File: src/rtl/addr_seq_gen_pkg.sv
// Shared types for the effective-address sequencer: mode and state encodings,
// default page bytes and a small addressing-mode classifier.
package addr_seq_gen_pkg;

    localparam logic [7:0] ZP_PAGE_DEF    = 8'h00;
    localparam logic [7:0] STACK_PAGE_DEF = 8'h01;

    typedef enum logic [2:0] {
        MODE_ZERO    = 3'd0,
        MODE_ZERO_X  = 3'd1,
        MODE_ZERO_Y  = 3'd2,
        MODE_STACK   = 3'd3,
        MODE_PC      = 3'd4,
        MODE_ABSOL   = 3'd5,
        MODE_ABSOL_X = 3'd6,
        MODE_ABSOL_Y = 3'd7
    } mode_e;

    typedef enum logic [2:0] {
        ST_IDLE  = 3'd0,
        ST_OP_LO = 3'd1,
        ST_OP_HI = 3'd2,
        ST_FIX   = 3'd3,
        ST_DONE  = 3'd4
    } state_e;

    typedef struct packed {
        logic is_zero;
        logic is_abs;
        logic uses_x;
        logic uses_y;
    } mode_class_t;

    function automatic mode_class_t mode_class(input mode_e m);
        mode_class_t c;
        c = '{is_zero: 1'b0, is_abs: 1'b0, uses_x: 1'b0, uses_y: 1'b0};
        case (m)
            MODE_ZERO:    c.is_zero = 1'b1;
            MODE_ZERO_X:  begin c.is_zero = 1'b1; c.uses_x = 1'b1; end
            MODE_ZERO_Y:  begin c.is_zero = 1'b1; c.uses_y = 1'b1; end
            MODE_ABSOL:   c.is_abs = 1'b1;
            MODE_ABSOL_X: begin c.is_abs = 1'b1; c.uses_x = 1'b1; end
            MODE_ABSOL_Y: begin c.is_abs = 1'b1; c.uses_y = 1'b1; end
            default:      c = '{is_zero: 1'b0, is_abs: 1'b0, uses_x: 1'b0, uses_y: 1'b0};
        endcase
        return c;
    endfunction

endpackage

File: src/rtl/addr_seq_gen_idx_adder.sv
// Index adder for effective addresses: zero-page modes wrap inside the page,
// absolute modes carry into the high byte (uncarried form kept for dummy reads).
module addr_seq_gen_idx_adder #(
    parameter int DW = 8,
    parameter int AW = 16
) (
    input  logic [DW-1:0] lo,
    input  logic [DW-1:0] hi,
    input  logic [DW-1:0] idx,
    input  logic          zp_wrap,
    output logic [AW-1:0] eff,
    output logic          carry,
    output logic [AW-1:0] uncarried_addr
);

    logic [DW:0]   sum_s;
    logic [DW-1:0] hi_inc_s;

    assign sum_s          = {1'b0, lo} + {1'b0, idx};
    assign hi_inc_s       = hi + {{(DW-1){1'b0}}, sum_s[DW]};
    assign uncarried_addr = {hi, sum_s[DW-1:0]};

    // Select wrapped or carried result
    always_comb begin
        if (zp_wrap) begin
            eff   = {hi, sum_s[DW-1:0]};
            carry = 1'b0;
        end else begin
            eff   = {hi_inc_s, sum_s[DW-1:0]};
            carry = sum_s[DW];
        end
    end

endmodule

File: src/rtl/addr_seq_gen.sv
// Effective-address sequencer for 6502-style addressing modes.
// Define ADDR_PAGE_FIX_EN to insert a dummy (uncorrected) read cycle on indexed page crossings.
module addr_seq_gen
    import addr_seq_gen_pkg::*;
#(
    parameter int            DW         = 8,
    parameter int            AW         = 16,
    parameter logic [DW-1:0] ZP_PAGE    = DW'(ZP_PAGE_DEF),
    parameter logic [DW-1:0] STACK_PAGE = DW'(STACK_PAGE_DEF)
) (
    input  logic          clk_1,
    input  logic          rst,
    input  logic          start,
    input  logic [2:0]    mode,
    input  logic          byte_vld,
    input  logic [DW-1:0] data_bus,
    input  logic [DW-1:0] data_x,
    input  logic [DW-1:0] data_y,
    input  logic [DW-1:0] data_sp,
    input  logic [AW-1:0] pc_in,
    output logic [AW-1:0] address,
    output logic          addr_valid,
    output logic          dummy,
    output logic          page_cross,
    output logic          busy
);

    state_e        state_r, state_nxt_s;
    mode_e         mode_r, mode_in_s;
    mode_class_t   mc_s;
    logic [DW-1:0] lo_r;
    logic [AW-1:0] eff_r, unc_r;
    logic          carry_r;
    logic [DW-1:0] idx_s, add_lo_s, add_hi_s;
    logic          add_zp_s, add_carry_s;
    logic [AW-1:0] add_eff_s, add_unc_s;

    assign mode_in_s = mode_e'(mode);
    assign mc_s      = mode_class(mode_r);

    // Adder operand selection: zero-page add in OP_LO, absolute add in OP_HI
    always_comb begin
        if (mc_s.uses_x) begin
            idx_s = data_x;
        end else if (mc_s.uses_y) begin
            idx_s = data_y;
        end else begin
            idx_s = {DW{1'b0}};
        end
        if (state_r == ST_OP_LO) begin
            add_lo_s = data_bus;
            add_hi_s = ZP_PAGE;
            add_zp_s = 1'b1;
        end else begin
            add_lo_s = lo_r;
            add_hi_s = data_bus;
            add_zp_s = 1'b0;
        end
    end

    addr_seq_gen_idx_adder #(.DW(DW), .AW(AW)) u_idx_adder (
        .lo             (add_lo_s),
        .hi             (add_hi_s),
        .idx            (idx_s),
        .zp_wrap        (add_zp_s),
        .eff            (add_eff_s),
        .carry          (add_carry_s),
        .uncarried_addr (add_unc_s)
    );

    // State register
    always_ff @(posedge clk_1 or negedge rst) begin
        if (!rst) begin
            state_r <= ST_IDLE;
        end else begin
            state_r <= state_nxt_s;
        end
    end

    // Next-state logic
    always_comb begin
        state_nxt_s = state_r;
        case (state_r)
            ST_IDLE: begin
                if (start) begin
                    if (mode_in_s == MODE_STACK || mode_in_s == MODE_PC) begin
                        state_nxt_s = ST_DONE;
                    end else begin
                        state_nxt_s = ST_OP_LO;
                    end
                end else begin
                    state_nxt_s = ST_IDLE;
                end
            end
            ST_OP_LO: begin
                if (byte_vld) begin
                    if (mc_s.is_zero) begin
                        state_nxt_s = ST_DONE;
                    end else if (mc_s.is_abs) begin
                        state_nxt_s = ST_OP_HI;
                    end else begin
                        state_nxt_s = ST_IDLE;
                    end
                end else begin
                    state_nxt_s = ST_OP_LO;
                end
            end
            ST_OP_HI: begin
                if (byte_vld) begin
`ifdef ADDR_PAGE_FIX_EN
                    if (add_carry_s) begin
                        state_nxt_s = ST_FIX;
                    end else begin
                        state_nxt_s = ST_DONE;
                    end
`else
                    state_nxt_s = ST_DONE;
`endif
                end else begin
                    state_nxt_s = ST_OP_HI;
                end
            end
            ST_FIX:  state_nxt_s = ST_DONE;
            ST_DONE: state_nxt_s = ST_IDLE;
            default: state_nxt_s = ST_IDLE;
        endcase
    end

    // Operand and result registers; SP/PC captured with the accepted start
    always_ff @(posedge clk_1 or negedge rst) begin
        if (!rst) begin
            mode_r  <= MODE_ZERO;
            lo_r    <= {DW{1'b0}};
            eff_r   <= {AW{1'b0}};
            unc_r   <= {AW{1'b0}};
            carry_r <= 1'b0;
        end else begin
            case (state_r)
                ST_IDLE: begin
                    if (start) begin
                        mode_r  <= mode_in_s;
                        carry_r <= 1'b0;
                        if (mode_in_s == MODE_STACK) begin
                            eff_r <= {STACK_PAGE, data_sp};
                        end else if (mode_in_s == MODE_PC) begin
                            eff_r <= pc_in;
                        end
                    end
                end
                ST_OP_LO: begin
                    if (byte_vld) begin
                        lo_r    <= data_bus;
                        eff_r   <= add_eff_s;
                        carry_r <= add_carry_s;
                    end
                end
                ST_OP_HI: begin
                    if (byte_vld) begin
                        eff_r   <= add_eff_s;
                        carry_r <= add_carry_s;
                        unc_r   <= add_unc_s;
                    end
                end
                default: begin
                end
            endcase
        end
    end

    // Output decode from the current state
    always_comb begin
        address    = pc_in;
        addr_valid = 1'b0;
        dummy      = 1'b0;
        page_cross = 1'b0;
        busy       = 1'b1;
        case (state_r)
            ST_IDLE:  busy = 1'b0;
            ST_OP_LO: busy = 1'b1;
            ST_OP_HI: busy = 1'b1;
            ST_FIX: begin
                address = unc_r;
`ifdef ADDR_PAGE_FIX_EN
                dummy   = 1'b1;
`else
                dummy   = 1'b0;
`endif
            end
            ST_DONE: begin
                address    = eff_r;
                addr_valid = 1'b1;
                page_cross = carry_r;
            end
            default: busy = 1'b0;
        endcase
    end

endmodule

File: config.mk
export PLATFORM = sky130hd
export DESIGN_NAME = addr_seq_gen
export DESIGN_NICKNAME = d
export VERILOG_FILES = /design/src/rtl/addr_seq_gen_pkg.sv /design/src/rtl/addr_seq_gen_idx_adder.sv /design/src/rtl/addr_seq_gen.sv
export SDC_FILE = /design/constraint.sdc
export NUM_CORES = 1
export LEC_CHECK = 0
export ABC_AREA = 0
export CAP_MARGIN = 20
export CORE_UTILIZATION = 64
export CTS_CLUSTER_SIZE = 24
export DETAILED_ROUTE_END_ITERATION = 10
export DONT_BUFFER_PORTS = 1
export HOLD_SLACK_MARGIN = 0.03
export PLACE_DENSITY = 0.8
export SYNTH_ARGS = -nofsm -noshare
export SYNTH_HDL_FRONTEND = slang
export SYNTH_HIERARCHICAL = 1
export SYNTH_SLANG_ARGS = --single-unit
File: constraint.sdc
create_clock -name clk_1 -period 4.5 [get_ports clk_1]
set_input_delay 1.125 -clock clk_1 [delete_from_list [all_inputs] [get_ports clk_1]]
set_output_delay 1.125 -clock clk_1 [all_outputs]
set_load 0.005 [all_outputs]
==> results of run 1 <==
==> cell families (layout without fill, tap and decap cells) <==
logic type / count (synthesis) / count (layout) / share of synthesized area, %
AND/OR/NAND/NOR: 88 / 88 / 12.8
adder cells (fa/ha/maj): 11 / 11 / 4.05
multiplexers: 85 / 85 / 26.5
flip-flops: 47 / 47 / 32.9
other: 1 / 1 / 0.105
XOR/XNOR: 13 / 13 / 3.18
AO/OA/AOI/OAI: 58 / 58 / 13.5
buffers and inverters: 45 / 29 / 7.03
==> worst max path at each step <==
| stage | slack, ns | end | startpoint |
|---|---|---|---|
| 2_1_floorplan | 0.26 | eff_r[9] | data_y[0] |
| 3_3_place_gp | 0.16 | eff_r[9] | data_y[0] |
| 3_5_place_dp | 0.09 | eff_r[9] | data_y[0] |
| 4_1_cts | 0.42 | eff_r[9] | data_y[0] |
| 5_1_grt | 0.28 | eff_r[9] | data_y[0] |
| 6_report | 0.42 | eff_r[9] | data_y[0] |
==> power by group <==
part	internal (mW)	switching (mW)
combinational	0.882	0.883
clock	0.140	0.145
sequential	0.629	0.152
==> worst register-to-register path, delay by kind of cell (launching register included) <==
| kind | cells | cell delay, ns |
|---|---|---|
| AO/OA/AOI/OAI | 6 | 1.06 |
| buffers and inverters | 1 | 0.05 |
| flip-flops | 1 | 0.63 |
| multiplexers | 4 | 0.97 |
| adder cells (fa/ha/maj) | 4 | 1.19 |
==> layer usage <==
| metal | up-vias | track usage (%) |
|---|---|---|
| li1 | 1200 | - |
| met1 | 1260 | 36.3 |
| met2 | 86 | 44.8 |
| met3 | 4 | 4.64 |
| met4 | 0 | 4.81 |
| met5 | - | 0 |
==> flip-flops by register name, indices dropped and copies added (netlist names) <==
signal and cells:
lo_r 8, state_r 3, eff_r 16, unc_r 16, mode_r 3, carry_r 1
==> area by class of cell <==
| cell class | instances | area share (%) |
|---|---|---|
| clock inverter | 1 | 0.206 |
| tap | 70 | 2.41 |
| timing repair buffer | 8 | 1.86 |
| clock buffer | 7 | 2.65 |
| sequential | 47 | 32.3 |
| multi-input combinational | 256 | 59.2 |
| inverter | 13 | 1.34 |
==> metrics by stage <==
stage	setup WS, ns	power [mW]
2_1_floorplan	0.255	2.40
5_1_grt	0.280	3.05
3_5_place_dp	0.0925	2.54
3_3_place_gp	0.158	2.46
4_1_cts	0.415	2.83
6_report	0.418	2.83
==> placed cells by master (no fill, tap or decap), types with 5 or more instances in the layout <==
master,n
a21oi_1,5
a22o_1,16
a22oi_1,17
buf_4,7
clkbuf_8,7
dfrtp_1,47
ha_1,10
inv_1,13
mux2_2,78
mux2i_1,7
nand2_1,44
nand3_1,6
nor2_1,11
nor2b_1,9
xnor2_1,10
==> out/results.md, run 1 <==
| Metric | This run | Unit |
| --- | --- | --- |
| Number of ports placed on the die boundary | 75 | - |
| Synth Register Bits | 47 | - |
| Leading cell types by count after synthesis | mux2_2, dfrtp_1, nand2_1 | - |
| Final standard cell count with taps included and fillers excluded | 402 | - |
| Power density over cell area | 779 | nW/µm² |
| Routed length per instance | 18.6 | µm |
| Total placed instance area | 3530 | µm² |
| Nature of the critical path startpoint | primary input | - |
| Combined area of the multi-input logic cells | 2150 | µm² |
| Clk root buf | clkbuf_8 | - |
| Maximum operating frequency | 0.245 | GHz |
| Final instance area | 3640 | µm² |
| Main area contributors after synthesis | dfrtp_1, mux2_2, nand2_1 | - |
| Synth Cell Area | 3580 | µm² |
| Routability cong. | 0.810 | - |
| Arrival time at the worst endpoint | 4.27 | ns |
| Final cell utilization of the core | 69.4 | % |
| Total global-route track usage | 26.7 | % |
| Violation count after the first detailed-routing iteration | 113 | - |
| Data required, critical path | 4.69 | ns |
| DR WL met2 | 3720 | µm |
| Share of layout cells above drive strength 1 | 31.9 | % |
| Endpoint of the worst register-to-register path | eff_r[9] | - |
| Number of global-route vias before repair | 2,528 | - |
| Total setup buffers inserted after CTS | 0 | - |
| Least-Margin Pin Slew | 1.02 | ns |
| CTS sink cnt | 47 | - |
| Tcrit/Tclk final | 90.7 | % |
| DIE AREA | 5900 | µm² |
| Number of enable flip-flop cells after synthesis | 0 | - |
| Number of pins exceeding their max-slew limit in the final report | 0 | - |
| Length of routed wiring on met1 | 3250 | µm |
| Portion of the post-synthesis area used by sequential elements | 32.9 | % |
| Area growth from synthesis to final layout | 1.57 | % |
| Buffers added on ports | 0 | - |
| Top layer in use | met4 | - |
| Routed via count | 2,550 | - |
| Count of unresolved DRC violations after routing | 0 | - |
| Instance count after placement with tap cells included | 394 | - |
| Total of fill cells in the finished design | 411 | - |
| Prevailing post-synth register cell | dfrtp_1 | - |
| Chip Width | 76.8 | µm |
| Number of antenna violations at the first check in global routing | 0 | - |
| Worst ir drop on vdd | 434 | µV |
| Unrepaired setup endpoints after global routing | no | - |
| Static leakage | 1.63 | nW |
| CP Cell Sequence | mux2_2, a22o_1, a22o_1, ha_1, fa_1, a211oi_2, o21ai_2, a21o_1, a21o_1, ha_1, ha_1, mux2_2, inv_1, mux2i_1, mux2_2 | - |
| Hold Vio Cnt, Final | 0 | - |
| Logic depth of the worst setup path including buffers | 15 | - |
| Number of cells on the worst reg-to-reg path | 15 | - |
| Largest stage delay on the critical path | 0.49 | ns |
| Remaining antenna violation count | 0 | - |
| Tmin final | 4.08 | ns |
| CTS tree | yes | - |
| Critical Path End Type | register | - |
| Clk buf depth | 2 | - |
| Max cap viols | 0 | - |
| H-tree level count | 2 | - |
| R2r startpoint | mode_r[0] | - |
| Tightest slew margin relative to the limit | 31.0 | % |
| Reg clk slew, reported paths | 0.09 | ns |
| Library cell occupying the most area in the post-synthesis netlist | dfrtp_1 | - |
| Final wirelength | 7470 | µm |
| Clock Skews | 0.00917 | ns |
| Clock latency reported for the late side of the worst-skew pair | 0.30 | ns |
| Largest delay contributor family on the critical path | adder cells | - |
| Row Count | 26 | - |
| Class of the tightest hold or removal check | primary input to asynchronous set/reset pin | - |
| Total number of nets in the final design | 397 | - |
| Global-route wire length before repair | 12,400 | µm |
| Synthesized instance count | 348 | - |
| CTS Hold Bufs | 0 | - |
| Syn Nets | 414 | - |
| Worst setup slack for register-to-register paths | 0.47 | ns |
| Antenna Cells | 0 | - |
| Syn_area_per_cell | 10.3 | µm² |
| Total half-perimeter wirelength after legalization and detailed placement | 5450 | µm |
| Number of clock buffers inserted by TritonCTS | 5 | - |
| Count of final setup violators | 0 | - |
| Pin count of the biggest net entering global routing | 48 | - |
| Number of buffer and inverter stages on the critical path | 1 | - |
| Starting utilization of the core area | 68.3 | % |
| Critical Setup Path Class | primary input to register | - |
| Via density per instance | 6.34 | - |
| Number of resized instances in the post-cts repair step | 0 | - |
| Total global routing overflow | 0 | - |
| Cell with the most instances after synthesis | mux2_2 | - |
| Hold slack | 0.509 | ns |
| Synth unique cells | 48 | - |
| Height of the die | 76.8 | µm |
| Sequential cell area | 1180 | µm² |
| Run status | completed | - |
| Yosys Warn Count | 6 | - |
| Post-synth top area share | 32.9 | % |
| Floorplan core area | 5240 | µm² |
| Maximum fanout along the worst path | 3 | - |
| Summed negative setup slack over all endpoints | 0 | ns |
| Met3 wire length | 471 | µm |
| Fraction of registers with async set or reset after synthesis | 100 | % |
| DRT Pass-1 Iters | 4 | - |
| Crit path max-delay cell type | fa_1 | - |
(Power assumes the default switching activity.)
==> run 2, diff against run 1 <==
--- a/config.mk
+++ b/config.mk
@@ -6,13 +6,14 @@
 export NUM_CORES = 1
 export LEC_CHECK = 0
 export ABC_AREA = 0
+export BUFFER_PORTS_ARGS = -buffer_cell sky130_fd_sc_hd__buf_2
 export CAP_MARGIN = 20
-export CORE_UTILIZATION = 64
+export CORE_UTILIZATION = 56
 export CTS_CLUSTER_SIZE = 24
 export DETAILED_ROUTE_END_ITERATION = 10
-export DONT_BUFFER_PORTS = 1
 export HOLD_SLACK_MARGIN = 0.03
-export PLACE_DENSITY = 0.8
+export PLACE_DENSITY = 0.81
+export SLEW_MARGIN = 5
 export SYNTH_ARGS = -nofsm -noshare
 export SYNTH_HDL_FRONTEND = slang
 export SYNTH_HIERARCHICAL = 1
==> run 2 against run 1 <==
Effect of this change:
- setup slack got worse by 0.074 ns
- combinational power rose by 5%
- routed wire length rose by 5.5%
- clock-buffer cell count fell by 1
- clock skew fell by 0.0031 ns
- non-clock buffer count rose by 75
- final area rose by 11%
- fmax fell by 1.8%
- sequential cell count did not move
- first-iteration DRC count fell by 1.8%
- worst hold slack improved by 0.00069 ns
- critical endpoint unchanged
- highest routed layer unchanged
==> out/results.md, run 2 (synthesized netlist as in run 1, its figures left out) <==
| Metric | This run | Unit |
| --- | --- | --- |
| Number of global-route vias before repair | 2,760 | - |
| Nature of the critical path startpoint | primary input | - |
| Area growth from synthesis to final layout | 12.9 | % |
| Final wirelength | 7880 | µm |
| Largest delay contributor family on the critical path | adder cells | - |
| Routed via count | 2,787 | - |
| R2r startpoint | mode_r[0] | - |
| Remaining antenna violation count | 0 | - |
| CTS Hold Bufs | 0 | - |
| Reg clk slew, reported paths | 0.09 | ns |
| Clk buf depth | 2 | - |
| Clock Skews | 0.00611 | ns |
| Share of layout cells above drive strength 1 | 44.5 | % |
| Power Total | 2.97 | mW |
| Violation count after the first detailed-routing iteration | 111 | - |
| Row Count | 28 | - |
| Worst setup margin | 0.344 | ns |
| Total number of nets in the final design | 472 | - |
| Routability cong. | 0.861 | - |
| Commonest cells after routing, fill and taps aside | mux2_2, buf_2, dfrtp_1, nand2_1, a22oi_1 | - |
| Chip Width | 82.0 | µm |
| Switching power | 1.21 | mW |
| Maximum operating frequency | 0.241 | GHz |
| Power share of the sequential group | 26.5 | % |
| Count of unresolved DRC violations after routing | 0 | - |
| Instance count after placement with tap cells included | 473 | - |
| Hold wc startpoint | lo_r[1] | - |
| Starting utilization of the core area | 59.4 | % |
| Static leakage | 1.94 | nW |
| Number of cells on the worst reg-to-reg path | 13 | - |
| Final standard cell count with taps included and fillers excluded | 482 | - |
| Max cap viols | 0 | - |
| Clock latency reported for the late side of the worst-skew pair | 0.30 | ns |
| CTS sink cnt | 47 | - |
| Hold depth | 1 | - |
| Endpoint of the worst register-to-register path | eff_r[9] | - |
| Switching power as a share of total power | 40.7 | % |
| Clk root buf | clkbuf_8 | - |
| Largest stage delay on the critical path | 0.47 | ns |
| Routed length per instance | 16.3 | µm |
| Summed negative setup slack over all endpoints | 0 | ns |
| Total global-route track usage | 25.8 | % |
| Arrival time at the worst endpoint | 4.35 | ns |
| Data required, critical path | 4.70 | ns |
| Number of antenna violations at the first check in global routing | 0 | - |
| Unrepaired setup endpoints after global routing | no | - |
| Tightest slew margin relative to the limit | 38.5 | % |
| Total half-perimeter wirelength after legalization and detailed placement | 5750 | µm |
| Crit path max-delay cell type | fa_1 | - |
| Final instance area | 4040 | µm² |
| Floorplan core area | 6030 | µm² |
| CTS tree | yes | - |
| Critical Setup Path Class | primary input to register | - |
| Antenna Cells | 0 | - |
| Tcrit/Tclk final | 92.4 | % |
| Total placed instance area | 3900 | µm² |
| Internal power | 1.76 | mW |
| Global-route wire length before repair | 13,100 | µm |
| Tmin final | 4.16 | ns |
| Commonest non-fill, non-tap cell in the layout | mux2_2 | - |
| Total setup buffers inserted after CTS | 0 | - |
| Via density per instance | 5.78 | - |
| Buffers added on ports | 73 | - |
| Final cell utilization of the core | 67.1 | % |
| Worst ir drop on vdd | 559 | µV |
| Run status | completed | - |
| Count of final setup violators | 0 | - |
| Combinational share of power | 62.5 | % |
| Number of ports placed on the die boundary | 75 | - |
| Class of the tightest hold or removal check | register to register | - |
| Total of fill cells in the finished design | 502 | - |
| Pin count of the biggest net entering global routing | 48 | - |
| H-tree level count | 2 | - |
| Hold slack | 0.510 | ns |
| Power density over cell area | 734 | nW/µm² |
| Worst setup slack after placement | 0.0217 | ns |
| Clock network fraction of total power | 11.0 | % |
| CP Cell Sequence | buf_2, mux2_2, a22o_1, a22o_1, ha_1, fa_1, a211oi_2, o21ai_2, a21o_1, a21o_1, ha_1, ha_1, mux2_2, inv_1, mux2i_1, mux2_2 | - |
| DRT Pass-1 Iters | 4 | - |
| Height of the die | 82.0 | µm |
| Number of resized instances in the post-cts repair step | 0 | - |
| Maximum fanout along the worst path | 3 | - |
| Number of buffer and inverter stages on the critical path | 2 | - |
| DIE AREA | 6720 | µm² |
| Total global routing overflow | 0 | - |
| Hold Vio Cnt, Final | 0 | - |
| Worst setup slack for register-to-register paths | 0.47 | ns |
| Top Registers | eff_r (16), unc_r (16), lo_r (8) | - |
| Destination of the worst hold path | lo_r[1] | - |
| Number of clock buffers inserted by TritonCTS | 5 | - |
| Number of pins exceeding their max-slew limit in the final report | 0 | - |
| Critical Path End Type | register | - |
| Least-Margin Pin Slew | 0.921 | ns |
run 2: cell types whose count changed in the layout (fill, tap and decap cells not counted), sizes merged:
cell	before	now
buf	8	83
bufinv	0	1
clkbuf	7	6
clkinv	0	1
clkinvlp	1	0
run 2: cell type report:
type | instances | area [µm²] | share of cell area, %
inverter | 13 | 48.8 | 1.21
timing repair buffer | 83 | 453 | 11.2
sequential | 47 | 1180 | 29.1
tap | 75 | 93.8 | 2.32
clock inverter | 2 | 35.0 | 0.867
clock buffer | 6 | 82.6 | 2.04
multi-input combinational | 256 | 2150 | 53.3
run 2: worst max path at each step:
stage          startpoint  endpoint  depth (start not counted)  slack (ns)
6_report        data_y[0]  eff_r[9]                         16        0.34
5_1_grt         data_y[0]  eff_r[9]                         16        0.21
4_1_cts         data_y[0]  eff_r[9]                         16        0.35
3_5_place_dp    data_y[0]  eff_r[9]                         16        0.02
3_3_place_gp    data_y[0]  eff_r[9]                         16        0.08
2_1_floorplan   data_y[0]  eff_r[9]                         15        0.26
run 2: power groups by stage:
stage                     Combinational [mW]  Clock (mW)  Sequential [mW]
after floorplan                         1.69           0            0.712
after global placement                  1.79           0            0.770
after detailed placement                1.86           0            0.789
after CTS                               1.87       0.333            0.781
after global routing                    2.06       0.348            0.809
final                                   1.86       0.327            0.785
run 2: layer usage:
metal,track usage (%),vias up,wire [µm]
met5,0,-,0
met2,46.0,72,3990
li1,-,1347,-
met4,6.67,0,91
met1,32.5,1359,3490
met3,3.67,9,305
